==> config.mk <==
export PLATFORM = sky130hd
export DESIGN_NAME = midi_voice_tracker_flat
export DESIGN_NICKNAME = d
export VERILOG_FILES = /design/src/rtl/midi_voice_tracker_pkg.sv /design/src/rtl/midi_voice_tracker_if.sv /design/src/rtl/midi_voice_tracker_ready_edge.sv /design/src/rtl/midi_voice_tracker.sv /design/src/flat_wrapper.sv
export SDC_FILE = /design/constraint.sdc
export NUM_CORES = 1
export LEC_CHECK = 0
export CORE_ASPECT_RATIO = 2
export CORE_UTILIZATION = 34
export CTS_CLUSTER_SIZE = 20
export DETAILED_ROUTE_END_ITERATION = 12
export HOLD_SLACK_MARGIN = 0.08
export PLACE_DENSITY = 0.6
export SYNTH_ARGS = -nofsm -noshare
export SYNTH_HDL_FRONTEND = slang
export SYNTH_SLANG_ARGS = --single-unit
==> constraint.sdc <==
create_clock -name clk -period 6.6 [get_ports clk]
set_clock_uncertainty 0.2 [all_clocks]
set_input_delay 0.66 -clock clk [delete_from_list [all_inputs] [get_ports clk]]
set_output_delay 0.66 -clock clk [all_outputs]
set_load 0.02 [all_outputs]
==> src/rtl/midi_voice_tracker_pkg.sv <==
// Shared MIDI types and constants for the voice tracker and future MIDI_RX consumers.
package midi_voice_tracker_pkg;

  localparam int bits   = 7;
  localparam int voices = 4;

  typedef logic [bits-1:0] data_t;

  typedef struct packed {
    logic  active;
    data_t note;
    data_t velocity;
  } voice_t;

  typedef enum logic [1:0] {
    EV_NONE,
    EV_VOLUME,
    EV_KEY_DOWN,
    EV_KEY_UP
  } ev_kind_t;

  // First match wins; a key down with zero velocity is treated as a key up.
  function automatic ev_kind_t classify(input logic pulse, input logic value,
                                        input logic note_zero, input logic vel_zero);
    if (!pulse)
      return EV_NONE;
    if (!value && note_zero)
      return EV_VOLUME;
    if (value && !vel_zero)
      return EV_KEY_DOWN;
    return EV_KEY_UP;
  endfunction

endpackage

==> src/rtl/midi_voice_tracker_if.sv <==
// Decoded MIDI event bus as presented by MIDI_RX (ready level plus event fields).
interface midi_voice_tracker_if #(
  parameter int BITS = midi_voice_tracker_pkg::bits
);
  logic            evReady;
  logic            evValue;
  logic [BITS-1:0] evNote;
  logic [BITS-1:0] evVelocity;

  modport master (output evReady, output evValue, output evNote, output evVelocity);
  modport slave  (input  evReady, input  evValue, input  evNote, input  evVelocity);
endinterface

==> src/rtl/midi_voice_tracker_ready_edge.sv <==
// Two-flop synchroniser and registered rising-edge detector for the MIDI_RX ready level.
module midi_ready_edge (
  input  logic clk,
  input  logic rst,
  input  logic level,
  output logic pulse
);
  logic sync1_reg, sync2_reg, prev_reg, pulse_reg;

  // Flops reset to 1 so a level already high at reset release is not seen as an edge.
  always_ff @(posedge clk) begin
    if (rst) begin
      sync1_reg <= 1'b1;
      sync2_reg <= 1'b1;
      prev_reg  <= 1'b1;
      pulse_reg <= 1'b0;
    end else begin
      sync1_reg <= level;
      sync2_reg <= sync1_reg;
      prev_reg  <= sync2_reg;
      pulse_reg <= sync2_reg & ~prev_reg;
    end
  end

  assign pulse = pulse_reg;
endmodule

==> src/rtl/midi_voice_tracker.sv <==
// Polyphonic voice table driven by decoded MIDI events; MIDI_VOICE_STEAL_EN makes a
// key down on a full table steal the oldest slot instead of counting it as dropped.
module midi_voice_tracker
  import midi_voice_tracker_pkg::*;
#(
  parameter int VOICES = voices,
  parameter int BITS   = bits
) (
  input  logic                          clk,
  input  logic                          rst,
  midi_voice_tracker_if.slave           ev,
  output logic [VOICES-1:0]             voiceActive,
  output logic [VOICES-1:0][BITS-1:0]   voiceNote,
  output logic [VOICES-1:0][BITS-1:0]   voiceVelocity,
  output logic [BITS-1:0]               volume,
  output logic [BITS-1:0]               lastNote,
  output logic [7:0]                    dropped
);
  localparam int AW = $clog2(VOICES);

  logic                         ev_pulse;
  ev_kind_t                     ev_kind;
  logic [VOICES-1:0]            active_reg, active_next, match;
  logic [VOICES-1:0][BITS-1:0]  note_reg, note_next, vel_reg, vel_next;
  logic [VOICES-1:0][AW-1:0]    age_reg, age_next;
  logic [BITS-1:0]              volume_reg, volume_next, last_reg, last_next;
  logic [7:0]                   dropped_reg, dropped_next;
  logic                         hit, any_free, accept, fresh;
  logic [AW-1:0]                hit_idx, free_idx, tgt, ref_age;

  midi_ready_edge u_edge (
    .clk   (clk),
    .rst   (rst),
    .level (ev.evReady),
    .pulse (ev_pulse)
  );

  assign ev_kind = classify(ev_pulse, ev.evValue, ev.evNote == '0, ev.evVelocity == '0);

  generate
    for (genvar gi = 0; gi < VOICES; gi++) begin : g_match
      assign match[gi] = active_reg[gi] && (note_reg[gi] == ev.evNote);
    end
  endgenerate

  assign hit      = |match;
  assign any_free = ~&active_reg;

  always_comb begin
    hit_idx  = '0;
    free_idx = '0;
    for (int i = VOICES - 1; i >= 0; i--) begin
      if (match[i])
        hit_idx = AW'(i);
      if (!active_reg[i])
        free_idx = AW'(i);
    end
  end

`ifdef MIDI_VOICE_STEAL_EN
  logic [AW-1:0] oldest_idx;

  // Strict compare while scanning upward keeps ties on the lowest index.
  always_comb begin
    oldest_idx = '0;
    for (int i = 1; i < VOICES; i++)
      if (active_reg[i] && (age_reg[i] > age_reg[oldest_idx]))
        oldest_idx = AW'(i);
  end
`endif

  always_comb begin
    active_next  = active_reg;
    note_next    = note_reg;
    vel_next     = vel_reg;
    age_next     = age_reg;
    volume_next  = volume_reg;
    last_next    = last_reg;
    dropped_next = dropped_reg;
    accept       = 1'b0;
    fresh        = 1'b0;
    tgt          = '0;
    ref_age      = '0;
    case (ev_kind)
      EV_VOLUME: volume_next = ev.evVelocity;
      EV_KEY_DOWN: begin
        if (hit) begin
          accept  = 1'b1;
          tgt     = hit_idx;
          ref_age = age_reg[hit_idx];
        end else if (any_free) begin
          accept = 1'b1;
          fresh  = 1'b1;
          tgt    = free_idx;
        end else begin
`ifdef MIDI_VOICE_STEAL_EN
          accept  = 1'b1;
          tgt     = oldest_idx;
          ref_age = age_reg[oldest_idx];
`else
          if (dropped_reg != 8'hFF)
            dropped_next = dropped_reg + 8'd1;
`endif
        end
        // The target becomes youngest; everything younger than its old age moves up one.
        if (accept) begin
          for (int i = 0; i < VOICES; i++) begin
            if (AW'(i) == tgt) begin
              active_next[i] = 1'b1;
              note_next[i]   = ev.evNote;
              vel_next[i]    = ev.evVelocity;
              age_next[i]    = '0;
            end else if (active_reg[i] && (fresh || (age_reg[i] < ref_age))) begin
              age_next[i] = age_reg[i] + 1'b1;
            end
          end
          last_next = ev.evNote;
        end
      end
      EV_KEY_UP: begin
        if (hit) begin
          active_next[hit_idx] = 1'b0;
          for (int i = 0; i < VOICES; i++)
            if (active_reg[i] && (age_reg[i] > age_reg[hit_idx]))
              age_next[i] = age_reg[i] - 1'b1;
        end
        if (ev.evNote == last_reg)
          last_next = '0;
      end
      default: ;
    endcase
  end

  always_ff @(posedge clk) begin
    if (rst) begin
      active_reg  <= '0;
      note_reg    <= '0;
      vel_reg     <= '0;
      age_reg     <= '0;
      volume_reg  <= '0;
      last_reg    <= '0;
      dropped_reg <= '0;
    end else begin
      active_reg  <= active_next;
      note_reg    <= note_next;
      vel_reg     <= vel_next;
      age_reg     <= age_next;
      volume_reg  <= volume_next;
      last_reg    <= last_next;
      dropped_reg <= dropped_next;
    end
  end

  assign voiceActive   = active_reg;
  assign voiceNote     = note_reg;
  assign voiceVelocity = vel_reg;
  assign volume        = volume_reg;
  assign lastNote      = last_reg;
  assign dropped       = dropped_reg;
endmodule

==> src/flat_wrapper.sv <==
// flat-port wrapper written by rule: the top's interface ports become plain ports
module midi_voice_tracker_flat import midi_voice_tracker_pkg::*;
#(
  parameter int VOICES = voices,
  parameter int BITS   = bits
)
  (clk, rst, voiceActive, voiceNote, voiceVelocity, volume, lastNote, dropped, ev_evReady, ev_evValue, ev_evNote, ev_evVelocity);
  midi_voice_tracker_if #(.BITS(BITS)) ev_i ();
  input  logic clk;
  input  logic rst;
  output logic [VOICES-1:0] voiceActive;
  output logic [VOICES-1:0][BITS-1:0] voiceNote;
  output logic [VOICES-1:0][BITS-1:0] voiceVelocity;
  output logic [BITS-1:0] volume;
  output logic [BITS-1:0] lastNote;
  output logic [7:0] dropped;
  input wire logic [$bits(ev_i.evReady)-1:0] ev_evReady;
  input wire logic [$bits(ev_i.evValue)-1:0] ev_evValue;
  input wire logic [$bits(ev_i.evNote)-1:0] ev_evNote;
  input wire logic [$bits(ev_i.evVelocity)-1:0] ev_evVelocity;
  assign ev_i.evReady = ev_evReady;
  assign ev_i.evValue = ev_evValue;
  assign ev_i.evNote = ev_evNote;
  assign ev_i.evVelocity = ev_evVelocity;
  midi_voice_tracker #(.VOICES(VOICES), .BITS(BITS)) u_core (.clk(clk), .rst(rst), .ev(ev_i), .voiceActive(voiceActive), .voiceNote(voiceNote), .voiceVelocity(voiceVelocity), .volume(volume), .lastNote(lastNote), .dropped(dropped));
endmodule
==> impl_metrics.py, run 1 <==
metrics = {
    "run_status": {
        "outcome": "complete, no violations",
    },
    "worst_setup_path": {
        "reg2reg_setup_slack_ps": 3710,
        "rr_startpoint": "u_core.voiceNote[3]",
        "crit_path_end_kind": "register",
        "cp.arrival_ps": 3640,
        "cp_data_required_time_ps": 6600,
        "timing.rr.end": "u_core.voiceNote[0]",
        "critPathKind": "input pin to register",
        "reg2regPathDepth": 5,
        "cp_max_fo": 16,
        "start_kind": "input pin",
    },
    "synthesis": {
        "ys_ff_latch": 86,
        "synth_cell_types": 47,
        "ys_seq_area_share_pct": 44.2,
        "yosysTopAreaCellShare_pct": 44.2,
        "synth_edf_count": 0,
        "synth_top_area_cell": "dfxtp_1",
        "synth_area_per_cell_um2": 9.91,
        "synthesis.nets": 412,
        "syn_inst": 393,
        "synth.most_common_cell": "dfxtp_1",
        "yosys_warnings": 0,
        "netlist_area_um2": 3900,
        "synthTopCellsByArea": "dfxtp_1 (44%), mux2i_1 (16%), nand2_1 (7.5%)",
        "synth_flop_cell": "dfxtp_1",
        "async_flop_share_pct": 0,
        "synthTopCellsByCount": "dfxtp_1 (86), nand2_1 (78), mux2i_1 (64)",
    },
    "pwr": {
        "p_int_mw": 0.815,
        "clock_power_share_pct": 45.7,
        "swShare_pct": 24.1,
        "leakage_nw": 2.10,
        "powerDensity_nw_per_um2": 205,
        "netSwitchingPower_mw": 0.260,
        "power.total_mw": 1.07,
        "seqPwrFrac_pct": 48.6,
        "ir_worst_vdd_v": 0.000130,
        "p_comb_share_pct": 5.7,
    },
    "hold_path": {
        "hp-start": "u_core.u_edge.prev_reg",
        "min_delay_path_depth": 1,
        "whs_endpoint": "u_core.u_edge.pulse",
        "hp-class": "register to register",
    },
    "die": {
        "start_util_pct": 34.7,
        "rows": 55,
        "die_x_um": 77.7,
        "die_area_um2": 11900,
        "die_h_um": 153,
        "core_um2": 11200,
        "ios": 100,
    },
    "placed_design": {
        "dp_slack_ps": 2630,
        "dp_hpwl_um": 8280,
        "io_buffers": 99,
        "place_congestion": 0.836,
    },
    "cells_and_area": {
        "antenna_cells": 0,
        "seq_area_um2": 1720,
        "finalNetCount": 500,
        "fill_cells": 1071,
        "multi_input_area_um2": 2030,
        "layout-drive-gt1-share_pct": 8.23,
        "area_growth_pct": 34.6,
    },
    "clock_network": {
        "cts-resized-gates": 0,
        "clockBufferDepth": 2,
        "cts_tree": "built",
        "cts-hold-fix-buffers": 0,
        "clk_latency_ps": 340,
        "cts_buffers": 9,
        "cts_root_buffer": "clkbuf_16",
        "cts_setup_buffers": 0,
        "ctsHtreeMaxLevel": 3,
        "cts_sinks": 86,
        "clk_pin_slew_ps": 60,
    },
    "sta": {
        "post-route-period-util_pct": 55.3,
        "hold_viol_final": 0,
        "fin_crit_ps": 3650,
        "drv_slew": 0,
        "max_freq_mhz": 274,
        "relSlewSlack_pct": 14.2,
        "worst-slew-pin-transition_ps": 1280,
        "fin_hold_ws_ps": 211,
        "finalSetupViolations": 0,
        "fin_setup_tns_ps": 0,
        "setup_ws_ps": 2950,
        "rsz0062_at_grt": "false",
    },
    "detailed_routing": {
        "drc": 0,
        "post_drt_wl_per_cell_um": 17.8,
        "ant_nets": 0,
        "avgViaCountPerCell": 5.11,
        "drt_wl_total_um": 11200,
        "first_pass_iters": 4,
        "vias": 3208,
        "first_iter_violations": 114,
    },
    "flow_run": {
        "drv_cap": 0,
    },
    "global_routing": {
        "antenna_found_initial": 0,
        "grt_pass1_vias": 3350,
        "grt_start_max_net_pins": 49,
        "grt_pass1_wl_um": 17800,
        "grt-ovfl-total": 0,
        "grt_usage_pct": 19.8,
    },
}
[power by group through the flow]
| stage | Clock, mW | Sequential (mW) | Combinational [mW] |
|---|---|---|---|
| after floorplan | 0 | 0.534 | 0.0373 |
| after global routing | 0.525 | 0.522 | 0.0667 |
| final | 0.491 | 0.522 | 0.0618 |
| after CTS | 0.498 | 0.522 | 0.0624 |
| after global placement | 0 | 0.534 | 0.0619 |
| after detailed placement | 0 | 0.534 | 0.0621 |
[through the flow]
step	std cells	util, %	instance area [um2]
2_1_floorplan	393	-	3900
4_1_cts	628	46.7	5240
5_1_grt	628	46.7	5240
3_5_place_dp	612	44.1	4950
3_3_place_gp	612	44.1	4950
6_report	628	46.7	5240
[cell type report]
class | instances | share of cell area [%]
multi-input cells | 280 | 38.7
flip-flops and latches | 86 | 32.8
repair buffers | 102 | 19.3
clock buffers | 10 | 4.56
well taps | 142 | 3.39
clock inverters | 6 | 1.00
inverters | 2 | 0.143
[worst max path at each step]
stage	startpoint	to	slack (ps)	cells after the start
6_report	ev_evNote[3]	u_core.voiceNote[0]	2950	6
5_1_grt	ev_evNote[3]	u_core.voiceNote[5]	2760	6
4_1_cts	ev_evNote[3]	u_core.voiceNote[0]	2970	6
3_5_place_dp	ev_evNote[3]	u_core.voiceVelocity[0]	2630	6
3_3_place_gp	ev_evNote[5]	u_core.voiceVelocity[6]	2660	6
2_1_floorplan	ev_evNote[3]	u_core.voiceNote[14]	3870	8
[cell usage in the layout, fill, tap and decap left out, types with 5 or more instances in the layout]
cell type and count:
o31ai_1 7, nand4_1 10, clkdlybuf4s50_1 99, clkbuf_16 9
or4_1 8, nor2_1 16, mux2i_1 64, a21oi_1 8
xor2_1 15, or2_2 5, xnor2_1 20, nand2_1 78
a22o_1 7, dfxtp_1 86
[critical path: stages]
cell and delay, ps:
clkdlybuf4s50_1 780, xnor2_1 180, nand4_1 170, o21ai_1 1020, o221ai_4 580, mux2i_1 230
[cell families (layout without fill, tap and decap cells)]
family,Yosys count,count (layout),synth area share (%)
compound gates,36,36,8.38
xor+xnor,35,35,7.87
mux,67,67,17.3
simple gates,141,141,18.3
flops,86,86,44.2
fa+ha+maj,1,1,0.321
buf+inv,27,120,3.66
[per-layer routing]
metal  track usage [%]  wire length, um
met5                 0                0
met4              11.8              471
met3              2.81              338
met2              35.7             5990
met1              21.4             4350
No activity file was read; power rests on OpenSTA's default activity.
==> run 2: changes to the inputs <==
Clock period 6.6 ns to 3.6 ns, I/O delays scaled along.
==> run 2 against run 1 <==
Worst setup slack worse by 2300 ps; critical path depth is 1 higher; critical endpoint is now u_core.voiceNote[7]; total power is 87% higher; sequential power is 83% higher; largest power group unchanged; global-route usage is 0.37 points lower.
==> impl_metrics.py, run 2 (synthesized netlist as in run 1, its figures left out) <==
metrics = {
    "run_status": {
        "outcome": "complete, no violations",
    },
    "clock_network": {
        "cts_sinks": 86,
        "clk_latency_ps": 340,
        "cts-hold-fix-buffers": 0,
        "cts_root_buffer": "clkbuf_16",
        "cts-resized-gates": 0,
        "clk_pin_slew_ps": 60,
        "cts_setup_buffers": 0,
        "clockBufferDepth": 2,
        "cts_tree": "built",
        "cts_buffers": 9,
        "ctsHtreeMaxLevel": 3,
    },
    "pwr": {
        "power.total_mw": 2.01,
        "swShare_pct": 23.2,
        "powerDensity_nw_per_um2": 375,
        "seqPwrFrac_pct": 47.6,
        "clock_power_share_pct": 46.7,
        "p_comb_share_pct": 5.7,
        "ir_worst_vdd_v": 0.000250,
        "p_int_mw": 1.54,
        "leakage_nw": 2.17,
        "netSwitchingPower_mw": 0.466,
    },
    "placed_design": {
        "dp_hpwl_um": 8400,
        "io_buffers": 99,
        "place_congestion": 0.845,
    },
    "worst_setup_path": {
        "cp_max_fo": 9,
        "cp.arrival_ps": 2990,
        "critPathKind": "input pin to register",
        "start_kind": "input pin",
        "crit_path_top_delay_cell": "clkdlybuf4s50_1",
        "crit_family": "simple AND/OR/NAND/NOR gates",
        "cp_cell_sequence": "clkdlybuf4s50_1 > xor2_1 > nor4_2 > nand4_2 > a311oi_2 > or4_1 > mux2i_1",
        "cpPeakStageDelay_ps": 630,
        "crit_buf_inv": 1,
        "crit_path_end_kind": "register",
        "cp_data_required_time_ps": 3670,
    },
    "die": {
        "die_x_um": 77.7,
        "die_h_um": 153,
        "rows": 55,
        "start_util_pct": 34.7,
        "core_um2": 11200,
        "ios": 100,
        "die_area_um2": 11900,
    },
    "cells_and_area": {
        "finalNetCount": 513,
        "seq_area_um2": 1720,
        "final_common_cell": "clkdlybuf4s50_1",
        "antenna_cells": 0,
        "multi_input_area_um2": 2030,
        "area_growth_pct": 37.6,
        "final_cell_mix": "clkdlybuf4s50_1 (99), dfxtp_1 (86), nand2_1 (78)",
        "fill_cells": 1061,
        "layout-drive-gt1-share_pct": 10.4,
    },
    "sta": {
        "rsz0062_at_grt": "false",
        "finalSetupViolations": 0,
        "worst-slew-pin-transition_ps": 558,
        "hold_viol_final": 0,
        "relSlewSlack_pct": 62.8,
        "fin_crit_ps": 2920,
        "post-route-period-util_pct": 81.1,
        "drv_slew": 0,
        "max_freq_mhz": 343,
        "fin_setup_tns_ps": 0,
    },
    "global_routing": {
        "grt_pass1_wl_um": 17500,
        "grt_usage_pct": 19.4,
        "grt-ovfl-total": 0,
        "antenna_found_initial": 0,
        "grt_start_max_net_pins": 34,
        "grt_pass1_vias": 3214,
    },
    "detailed_routing": {
        "vias": 3188,
        "first_iter_violations": 188,
        "first_pass_iters": 6,
        "avgViaCountPerCell": 4.97,
        "post_drt_wl_per_cell_um": 17.1,
        "ant_nets": 0,
        "drt_wl_total_um": 11000,
        "drc": 0,
    },
    "hold_path": {
        "hp-class": "register to register",
    },
    "flow_run": {
        "drv_cap": 0,
    },
}
-- run 2: cell count changes in the layout (fill, tap and decap cells not counted) --
cell        before  now
clkbuf_8         1    0
clkinv_4         3    2
bufinv_16        0    1
clkinv_2         0    1
buf_12           0    1
inv_8            0    1
clkinvlp_4       0    1
buf_4            3   15
inv_6            3    0
clkbuf_1         0    1
-- run 2: final cells by class --
class | count | area share [%]
repair buffers | 115 | 21.0
well taps | 142 | 3.31
clock buffers | 10 | 4.27
clock inverters | 6 | 1.33
flip-flops and latches | 86 | 32.1
inverters | 2 | 0.140
multi-input cells | 280 | 37.9
-- run 2: metal layers --
metal  global-route usage [%]  wire (um)
met5                        0          0
met4                     11.1        446
met3                     3.46        360
met2                     34.9       5950
met1                     20.7       4220
-- run 2: worst paths after layout --
kind / endpoint / cells past startpoint / slack [ps] / from
setup / recovery: u_core.voiceNote[7] / 7 / 680 / ev_evNote[6]
hold / removal: u_core.u_edge.pulse / 1 / 190 / u_core.u_edge.prev_reg
setup reg to reg: u_core.voiceNote[7] / 6 / 1050 / u_core.voiceNote[8]
hold reg to reg: u_core.u_edge.pulse / 1 / 190 / u_core.u_edge.prev_reg
-- run 2: worst reg2reg max path, delay by kind of cell (launching register included) --
kind | cells | cell delay [ps]
mux | 1 | 210
compound gates | 1 | 70
simple gates | 3 | 1340
xor+xnor | 1 | 150
flops | 1 | 440
-- run 2: per-stage QoR --
| step | hold WS [ps] | std cells | area [um2] | setup WS, ps | util (%) |
|---|---|---|---|---|---|
| after floorplan | 173 | 393 | 3900 | 1170 | - |
| final | 193 | 641 | 5360 | 680 | 47.8 |
| after CTS | 194 | 641 | 5360 | 644 | 47.8 |
| after global placement | 186 | 625 | 5060 | 344 | 45.1 |
| after global routing | 208 | 641 | 5360 | 437 | 47.8 |
| after detailed placement | 185 | 625 | 5060 | 300 | 45.1 |
-- run 2: power groups by stage --
stage | Sequential [mW] | Combinational [mW] | Clock (mW)
after floorplan | 0.980 | 0.0684 | 0
after global placement | 0.978 | 0.113 | 0
after detailed placement | 0.978 | 0.114 | 0
after CTS | 0.956 | 0.115 | 0.959
after global routing | 0.956 | 0.124 | 1.01
final | 0.957 | 0.114 | 0.940
==> run 3: changes to the inputs <==
Settings changed: PLACE_DENSITY 0.6 to 0.62.
Clock period 3.6 ns to 2.6 ns, I/O delays scaled along.
==> run 3 against run 2 <==
Worst setup slack worse by 610 ps; critical path depth is 2 higher; final area increased by 8.3%; worst hold slack gained 20 ps; flip-flop and latch count is the same; sequential share of layout area shrank 2.4 points; via count up 7.4%; core utilization is 3.9 points higher; register-to-register slack lost 820 ps; count of clock-buffer cells in the layout stayed put; combinational power up 69%; critical path type unchanged; critical endpoint is now u_core.voiceNote[24].
==> impl_metrics.py, run 3 (synthesized netlist as in run 1, its figures left out) <==
metrics = {
    "sta": {
        "relSlewSlack_pct": 73.2,
        "drv_slew": 0,
        "hold_viol_final": 0,
        "max_freq_mhz": 395,
        "fin_setup_tns_ps": 0,
        "post-route-period-util_pct": 97.4,
        "fin_hold_ws_ps": 213,
        "finalSetupViolations": 0,
        "fin_crit_ps": 2530,
        "worst-slew-pin-transition_ps": 401,
    },
    "global_routing": {
        "grt_pass1_vias": 3399,
        "grt_pass1_wl_um": 17900,
        "antenna_found_initial": 0,
        "grt-ovfl-total": 0,
        "grt_start_max_net_pins": 73,
        "grt_usage_pct": 19.7,
    },
    "detailed_routing": {
        "first_iter_violations": 148,
        "ant_nets": 0,
        "avgViaCountPerCell": 5.01,
        "post_drt_wl_per_cell_um": 16.9,
        "first_pass_iters": 6,
        "drt_wl_total_um": 11600,
        "vias": 3425,
        "drc": 0,
    },
    "clock_network": {
        "cts_tree": "built",
        "cts_sinks": 86,
        "cts-hold-fix-buffers": 0,
        "ctsHtreeMaxLevel": 3,
        "clockBufferDepth": 2,
        "clk_pin_slew_ps": 70,
        "cts_buffers": 9,
        "clk_latency_ps": 350,
        "cts_root_buffer": "clkbuf_16",
    },
    "pwr": {
        "powerDensity_nw_per_um2": 494,
        "p_int_mw": 2.20,
        "p_comb_share_pct": 6.7,
        "power.total_mw": 2.87,
        "clock_power_share_pct": 47.1,
        "seqPwrFrac_pct": 46.2,
        "swShare_pct": 23.4,
        "leakage_nw": 2.43,
        "ir_worst_vdd_v": 0.000314,
        "netSwitchingPower_mw": 0.671,
    },
    "cells_and_area": {
        "seq_area_um2": 1720,
        "multi_input_area_um2": 2080,
        "antenna_cells": 0,
        "finalNetCount": 556,
        "layout-drive-gt1-share_pct": 18.6,
        "postLayoutCoreUtil_pct": 51.8,
        "area_growth_pct": 49.0,
        "final_common_cell": "clkdlybuf4s50_1",
        "final_cell_mix": "clkdlybuf4s50_1 (98), dfxtp_1 (86), nand2_1 (78)",
        "fill_cells": 1054,
    },
    "run_status": {
        "outcome": "complete, no violations",
    },
    "die": {
        "die_x_um": 77.7,
        "die_area_um2": 11900,
        "core_um2": 11200,
        "die_h_um": 153,
        "rows": 55,
        "start_util_pct": 34.7,
        "ios": 100,
    },
    "worst_setup_path": {
        "start_kind": "input pin",
        "critPathLaunch": "ev_evNote[5]",
        "crit_path_end_kind": "register",
        "cp_max_fo": 7,
        "cp_data_required_time_ps": 2670,
        "critPathKind": "input pin to register",
        "rr_startpoint": "u_core.voiceNote[20]",
        "cp.arrival_ps": 2600,
    },
    "placed_design": {
        "place_congestion": 0.835,
        "dp_hpwl_um": 8670,
        "io_buffers": 99,
    },
    "flow_run": {
        "drv_cap": 0,
    },
    "hold_path": {
        "hp-start": "u_core.u_edge.prev_reg",
        "hp-class": "register to register",
    },
}
[run 3: power groups by stage]
stage	clock network, mW	logic (mW)	registers [mW]
detailed placement	0	0.191	1.35
finish	1.35	0.193	1.32
floorplan	0	0.0946	1.36
global placement	0	0.191	1.35
global route	1.43	0.206	1.32
CTS	1.38	0.193	1.32
[run 3: repair_timing]
item,CTS,global route
buffers inserted,0,2
endpoints found under the setup margin,8,50
gates resized for setup,1,7
pin swaps,0,3
[run 3: final timing paths]
path,slack [ps],cells past startpoint,endpoint
setup / recovery,70,9,u_core.voiceNote[24]
hold / removal,210,1,u_core.u_edge.pulse
setup reg to reg,230,7,u_core.voiceNote[24]
hold reg to reg,210,1,u_core.u_edge.pulse
[run 3: worst max-delay path, stage by stage]
cell	delay [ps]
clkdlybuf4s50_1	570
buf_4	180
xnor2_1	110
nand4_1	190
or2_2	400
nand3_2	130
nor4bb_4	340
buf_6	200
mux2i_1	200
[run 3: layout make-up]
cell class              instances  share of cell area [%]
flip-flops and latches         86                    29.7
repair buffers                158                    25.9
clock buffers                  10                    4.12
clock inverters                 6                    1.34
multi-input cells             280                    35.8
inverters                       2                   0.129
well taps                     142                    3.06
[run 3: per-layer routing]
metal	share of wire, %	global-route usage (%)
met1	38	20.7
met2	56	37.5
met3	3.2	2.69
met4	2.8	9.25
met5	0	0
[run 3: metrics by stage]
step / cell area, um2 / cells / worst slack, ps
after floorplan: 3900 / 393 / 256
after global placement: 5410 / 666 / -256
after detailed placement: 5410 / 666 / -292
after CTS: 5740 / 682 / 7.75
after global routing: 5810 / 684 / -28.3
final: 5810 / 684 / 67.7
